===== config.mk =====
export PLATFORM = sky130hd
export DESIGN_NAME = clock_divider_ctrl
export DESIGN_NICKNAME = d
export VERILOG_FILES = /design/src/rtl/clock_divider_ctrl.sv
export SDC_FILE = /design/constraint.sdc
export NUM_CORES = 1
export LEC_CHECK = 0
export BUFFER_PORTS_ARGS = -buffer_cell sky130_fd_sc_hd__clkbuf_2
export CORE_ASPECT_RATIO = 0.7
export CORE_MARGIN = 3
export CORE_UTILIZATION = 25
export CTS_CLUSTER_DIAMETER = 40
export DETAILED_ROUTE_END_ITERATION = 7
export GPL_TIMING_DRIVEN = 0
export MAX_ROUTING_LAYER = met4
export PLACE_DENSITY = 0.47
export SYNTH_ARGS = -nofsm -noshare
export SYNTH_HDL_FRONTEND = slang
export SYNTH_SLANG_ARGS = --single-unit
export TNS_END_PERCENT = 30

===== constraint.sdc =====
create_clock -name clk -period 2.9 [get_ports clk]
set_clock_uncertainty 0.2 [all_clocks]
set_input_delay 0 -clock clk [delete_from_list [all_inputs] [get_ports clk]]
set_output_delay 0 -clock clk [all_outputs]
set_load 0.02 [all_outputs]

===== src/rtl/clock_divider_ctrl.sv =====
// Single-counter clock divider (/2../16) with valid/ready ratio changes, graceful stop and glitch-free switching.
// Optional tick_count output enabled by defining CLOCK_DIVIDER_CTRL_TICKCNT_EN.
module clock_divider_ctrl #(
    parameter int SEL_W = 2,
    parameter int CNT_W = 8
) (
    input  logic             clk,
    input  logic             reset,
    input  logic             run,
    input  logic             sel_valid,
    input  logic [SEL_W-1:0] sel_ratio,
    output logic             sel_ready,
    output logic             div_clk,
    output logic             div_tick,
    output logic [SEL_W-1:0] cur_ratio,
    output logic             busy
`ifdef CLOCK_DIVIDER_CTRL_TICKCNT_EN
    ,
    output logic [15:0]      tick_count
`endif
);

    typedef enum logic [1:0] {STOP, RUN, DRAIN} state_e;

    state_e             state_q, state_d;
    logic [CNT_W-1:0]   cnt_q, cnt_d;
    logic               div_q, div_d;
    logic               tick_q, tick_d;
    logic [SEL_W-1:0]   cur_q, cur_d;
    logic [SEL_W-1:0]   pend_q, pend_d;
    logic               chgPend_q, chgPend_d;
    logic               stopPend_q, stopPend_d;
    logic               ready_q, ready_d;

    logic [CNT_W-1:0]   halfLast;
    logic               wrap;
    logic               accept;
    logic               rise;
    logic               stopNow;

    assign halfLast = (CNT_W'(1) << cur_q) - CNT_W'(1);
    assign wrap     = (cnt_q == halfLast);
    assign accept   = sel_valid && ready_q;
    // Every ratio or stop decision is taken only where div_clk would rise.
    assign rise     = (state_q != STOP) && !div_q && wrap;
    assign stopNow  = rise && stopPend_q && !run;

    always_ff @(posedge clk or negedge reset) begin
        if (!reset) begin
            state_q    <= STOP;
            cnt_q      <= '0;
            div_q      <= 1'b0;
            tick_q     <= 1'b0;
            cur_q      <= '0;
            pend_q     <= '0;
            chgPend_q  <= 1'b0;
            stopPend_q <= 1'b0;
            ready_q    <= 1'b1;
        end else begin
            state_q    <= state_d;
            cnt_q      <= cnt_d;
            div_q      <= div_d;
            tick_q     <= tick_d;
            cur_q      <= cur_d;
            pend_q     <= pend_d;
            chgPend_q  <= chgPend_d;
            stopPend_q <= stopPend_d;
            ready_q    <= ready_d;
        end
    end

    always_comb begin
        state_d    = state_q;
        cnt_d      = cnt_q;
        div_d      = div_q;
        tick_d     = 1'b0;
        cur_d      = cur_q;
        pend_d     = pend_q;
        chgPend_d  = chgPend_q;
        stopPend_d = stopPend_q;
        ready_d    = ready_q;
        if (state_q == STOP) begin
            cnt_d      = '0;
            div_d      = 1'b0;
            stopPend_d = 1'b0;
            if (accept) begin
                cur_d = sel_ratio;
            end
            if (run) begin
                state_d = RUN;
            end
        end else begin
            cnt_d = wrap ? '0 : cnt_q + CNT_W'(1);
            if (wrap && div_q) begin
                div_d = 1'b0;
            end
            if (rise) begin
                if (chgPend_q) begin
                    cur_d     = pend_q;
                    chgPend_d = 1'b0;
                    ready_d   = 1'b1;
                end
                if (stopNow) begin
                    div_d = 1'b0;
                    cnt_d = '0;
                end else begin
                    div_d  = 1'b1;
                    tick_d = 1'b1;
                end
            end
            // A request landing on the stop boundary is applied directly, as it would be in STOP.
            if (accept) begin
                if (stopNow) begin
                    cur_d = sel_ratio;
                end else begin
                    pend_d    = sel_ratio;
                    chgPend_d = 1'b1;
                    ready_d   = 1'b0;
                end
            end
            stopPend_d = !run;
            if (stopNow) begin
                state_d = STOP;
            end else if (chgPend_d || !run) begin
                state_d = DRAIN;
            end else begin
                state_d = RUN;
            end
        end
    end

    always_comb begin
        busy      = (state_q != STOP);
        sel_ready = ready_q;
        div_clk   = div_q;
        div_tick  = tick_q;
        cur_ratio = cur_q;
    end

`ifdef CLOCK_DIVIDER_CTRL_TICKCNT_EN
    logic        applied;
    logic [15:0] tickCnt_q;

    assign applied = ((state_q == STOP) && accept) || (rise && chgPend_q) || (stopNow && accept);

    always_ff @(posedge clk or negedge reset) begin
        if (!reset) begin
            tickCnt_q <= '0;
        end else if (applied) begin
            tickCnt_q <= '0;
        end else if (tick_d) begin
            tickCnt_q <= tickCnt_q + 16'd1;
        end
    end

    assign tick_count = tickCnt_q;
`endif

endmodule


* After elaboration in Yosys (flattened, before gate mapping)
Index checks and enable logic that the tools add are counted.
** Storage, ports and cells
- Register bits after elaboration :: 19
- Output and inout bits :: 6
- Memories kept :: 0
- Bits in latches :: 0
- Bits in writable memories :: 0
- Input port bits :: 6
- Logic and storage cells :: 59
- ROM bits :: 0
** Operators by class
- Bitwise gates (word level) :: 2
- Multiply operators :: 0
- Divide/modulo/power cells :: 0
- Reduce and logical (&&, ||, !) cells :: 13
- Shift-type cells :: 1
- Mux-type cells :: 29
- Add/subtract/negate cells :: 2
- Eq/ne operators :: 3
- Order comparisons :: 0
** Operator list (count)
- 2-to-1 mux 8 bit :: 4
- 2-to-1 mux 2 bit :: 10
- 2-to-1 mux 1 bit :: 15
- adder 8 x 1 -> 8 bit, second input constant :: 1
- equality test 8 bit :: 1
- << shifter 1 x 2 -> 8 bit, first input constant :: 1
- subtractor 8 x 2 -> 8 bit, second input constant :: 1
- logical AND 1 bit :: 6
- inequality test 2 bit, second input constant :: 2
- AND reduction 3 bit :: 1
- nonzero test 3 bit :: 1
- logical NOT 1 bit :: 2
- logical NOT 2 bit :: 1
- NOT 1 bit :: 2
- nonzero test 2 bit :: 1
- logical OR 1 bit :: 1

* Depth between registers and ports, before layout
- Word-level depth :: 13
- Gate-level depth with buffers :: 7
- Mapped depth without buffers :: 7

* Worst setup path after synthesis
OpenSTA, ideal clock, no wires.
- Kind :: register to register
- Start point :: reg cur_q[0] (netlist: cur_ratio[0])
- End point :: reg pend_q[0]
- Path buffers :: 0
- Path slack :: 239 ps
- Data required time :: 2575 ps
- Setup time :: 125 ps
- Period minus slack after synthesis :: 2661 ps
- Arrival time :: 2337 ps
- Stages on the path, launching flop included :: 8
- Cell sequence :: dfrtp_1 -> or2_2 -> ha_1 -> xnor2_1 -> nor3_2 -> o21a_1 -> a211oi_1 -> mux2_2
** Between the ends
- Longest elaborated chain between the ends :: 8
** Ends and longest elaborated chain
- start: declaration :: RTL line 29 : logic [SEL_W-1:0] cur_q, cur_d;
- start signal: assignment :: RTL line 64 : cur_q <= cur_d;
- << shifter 1 x 2 -> 8 bit :: RTL line 41 : assign halfLast = (CNT_W'(1) << cur_q) - CNT_W'(1);
- subtractor 8 x 2 -> 8 bit :: RTL line 41
- equality test 8 bit :: RTL line 42 : assign wrap = (cnt_q == halfLast);
- logical AND 1 bit :: RTL line 45 : assign rise = (state_q != STOP) && !div_q && wrap;
- logical AND 1 bit (2 in series) :: RTL line 46 : assign stopNow = rise && stopPend_q && !run;
- NOT 1 bit (no line)
- AND reduction 3 bit (no line)
- end signal: assignment :: RTL line 65 : pend_q <= pend_d;
- end: declaration :: RTL line 30 : logic [SEL_W-1:0] pend_q, pend_d;
Every way passes these cells.
A chain may end at the register's enable or synchronous reset.

* Worst setup path in the final report
- Start point :: reg cur_q[0] (netlist: cur_ratio[0])
- End point :: reg cur_q[0] (netlist: cur_ratio[0])
** Between the ends
- Longest elaborated chain between the ends :: 9
- Elaborated cells between the ends (all ways) :: 11
- Classes of those cells :: add/sub (1); eq/ne (1); shift (1); mux (5); reduce/logical (3)
** Ends and longest elaborated chain
- << shifter 1 x 2 -> 8 bit :: RTL line 41
- subtractor 8 x 2 -> 8 bit :: RTL line 41
- equality test 8 bit :: RTL line 42
- logical AND 1 bit :: RTL line 45
- logical AND 1 bit (2 in series) :: RTL line 46
- 2-to-1 mux 2 bit :: RTL line 113 : if (stopNow) begin
- 2-to-1 mux 2 bit (*) :: RTL line 112 : if (accept) begin
- 2-to-1 mux 2 bit (*) :: RTL line 82 : if (state_q == STOP) begin
Every way passes the cells marked *; elsewhere a longest branch is shown, timed or not.

==> impl_metrics.tcl <==
set metrics [dict create \
    p_leak_nw 0.541 \
    synth.distinct_cells 30 \
    ys_ff_latch 19 \
    post-dp-hpwl_um 1380 \
    h-tree-depth 1 \
    min_period_ns 2.66 \
    async_reset_ff_share_pct 100 \
    r2r_cells 7 \
    power.density_nw_per_um2 967 \
    dr.first_iter.drc_count 14 \
    routed_wl_um 1830 \
    dpl.cell_count 148 \
    clockRootBuffer "clkbuf_8" \
    synth-main-ff-cell "dfrtp_1" \
    synth_edf_count 0 \
    peakVddDrop_uv 394 \
    syn_to_final_growth_pct 23.1 \
    drv_slew 0 \
    gp_congestion 0.772 \
    tightest_slew_ns 0.462 \
    num_antenna_cells 0 \
    max-clock-path-buffers 2 \
    highest_layer "met4" \
    wl_met1_um 934 \
    start_util_pct 27.8 \
    grt_max_degree 20 \
    via_per_inst 4.43 \
    dr_wl_met3_um 74 \
    grt_usage_pct 9.24 \
    pin_count 12 \
    rsz0062_at_grt "false" \
    ys_warn_count 0 \
    finish.net_count 119 \
    crit_type "register to register" \
    grt-ovfl-total 0 \
    grt_pass1_vias 693 \
    cts_sinks 19 \
    period_share_pct 91.7 \
    grt_pass1_wl_um 3190 \
    final-setup-viol-count 0 \
    hold_ws_ns 0.0301 \
    syn_area_sq_um 933 \
    worstPathRequired_ns 2.84 \
    antenna_found_initial 0 \
    postSynthAreaPerCell_sq_um 10.4 \
    die_height_um 57.1 \
    num_vias 696 \
    drive_gt1_share_pct 21.8 \
    hp-class "input port to asynchronous set/reset pin" \
    wl_met2_um 804 \
    setup-tns-final_ns 0 \
    drcViolationCount 0 \
    arrival_ns 2.60 \
    layoutNonFillerInstCount 157 \
    synthCells 90 \
    cts_inserted_buffers 3 \
    rows 17 \
    worstSkewPairLatency_ns 0.25 \
    coreArea_sq_um 3360 \
    synth_nets 98 \
    dr.pass1.iters 3 \
    drtAntennaViolNets 0 \
    wl_per_cell_um 11.6 \
    die_area_sq_um 4510 \
    fmax_ghz 0.376 \
    slew_headroom_pct 69.2 \
    cap_violations 0 \
    cts_tree "done" \
    crit_fanout 7 \
    io_buffers 11 \
    chipWidth_um 79.0 \
    ys_seq_area_share_pct 51.1 \
    hold_violations 0 \
    startpoint_type "register" \
    post_cts_buffers 0 \
    clk_pin_slew_worst_paths_ns 0.07 \
    crit_path_end_kind "register" \
    outcome "complete, no violations" \
]
==> cells in the final DEF, fill, tap and decap left out, types with 2 or more instances in the layout <==
cell,instances
dlygate4sd3_1,5
xor2_1,7
a21o_1,3
nand3_1,5
mux2_2,2
clkbuf_8,3
ha_1,2
nand2_1,7
o211a_1,2
a21oi_1,4
or4_1,2
nor2_1,13
and3_1,3
a211o_1,2
clkbuf_2,11
dfrtp_1,18
or2_2,2
xnor2_1,2
==> where the power goes <==
group / internal (W) / total (W) / switching [W] / leakage, nW
clock network: 0.0000953 / 0.000178 / 0.0000827 / 0.0255
registers: 0.000356 / 0.000441 / 0.0000849 / 0.239
logic: 0.000210 / 0.000492 / 0.000282 / 0.276
==> kinds of logic after synthesis <==
| logic type | after synthesis | share of synthesized area [%] |
|---|---|---|
| simple gates | 40 | 22.3 |
| mux | 2 | 2.41 |
| compound gates | 17 | 12.7 |
| buf+inv | 1 | 0.402 |
| xor+xnor | 9 | 8.45 |
| flops | 19 | 51.1 |
| fa+ha+maj | 2 | 2.68 |
==> worst max-delay path, cell delays in order (launching register included) <==
cell     delay, ns
dfrtp_1       0.45
or2_2         0.32
ha_1          0.20
xor2_1        0.14
nor4_1        0.38
o21ai_1       0.18
or4_1         0.53
o211a_1       0.14
==> Yosys cell counts (2+ instances only) <==
cell | count | area, sq um
or2_2 | 2 | 12.5
a211oi_1 | 2 | 15.0
nor2_1 | 13 | 48.8
dfrtp_1 | 18 | 450
or4_1 | 2 | 15.0
xnor2_1 | 2 | 17.5
o211a_1 | 2 | 20.0
a21oi_1 | 4 | 20.0
a211o_1 | 2 | 17.5
nand3_1 | 5 | 25.0
a21o_1 | 3 | 22.5
nand2_1 | 7 | 26.3
ha_1 | 2 | 25.0
mux2_2 | 2 | 22.5
xor2_1 | 7 | 61.3
and3_1 | 3 | 18.8
==> layer usage <==
layer / vias to the layer above / track usage, %
li1: 358 / -
met1: 328 / 12.1
met2: 8 / 13.5
met3: 2 / 3.47
met4: 0 / 2.21
met5: - / -
==> stage by stage <==
| stage | total power [W] | area [sq um] | utilization, % | setup WS [ns] |
|---|---|---|---|---|
| 2_1_floorplan | 0.000797 | 933 | - | 0.239 |
| 3_3_place_gp | 0.000926 | 1050 | 31.2 | 0.0792 |
| 3_5_place_dp | 0.000934 | 1050 | 31.2 | 0.0770 |
| 4_1_cts | 0.00113 | 1140 | 34.0 | 0.0562 |
| 5_1_grt | 0.00122 | 1150 | 34.2 | 0.0445 |
| 6_report | 0.00111 | 1150 | 34.2 | 0.239 |
==> flip-flops by register name, summed over array words and instances (netlist names) <==
register    count
cnt_q           8
div_clk         1
state_q         2
chgPend_q       1
cur_ratio       2
stopPend_q      1
pend_q          2
div_tick        1
sel_ready       1
==> what timing repair did <==
| item | CTS | global route |
|---|---|---|
| hold endpoints to repair | 27 | 0 |
| hold buffers | 5 | 0 |
| gates resized for setup | 0 | 1 |
| setup endpoints to repair | 0 | 2 |
==> path summary, 6_finish.rpt <==
path	from	end	slack, ns
worst min-delay path	reset	cnt_q[2]	0.03
max in group asynchronous	reset	sel_ready	2.13
min in group clk	run	stopPend_q	0.29
worst max register to register	cur_ratio[0]	cur_ratio[0]	0.24
worst min register to register	pend_q[1]	pend_q[1]	0.30
worst max-delay path	cur_ratio[0]	cur_ratio[0]	0.24
==> area by class of cell <==
| type | count | area, sq um |
|---|---|---|
| fill | 381 | 2210 |
| sequential | 19 | 477 |
| multi-input combinational | 70 | 458 |
| timing repair buffer | 16 | 105 |
| tap | 47 | 58.8 |
| clock buffer | 3 | 41.3 |
| clock inverter | 1 | 5.00 |
| inverter | 1 | 3.75 |
(Power assumes the default switching activity.)
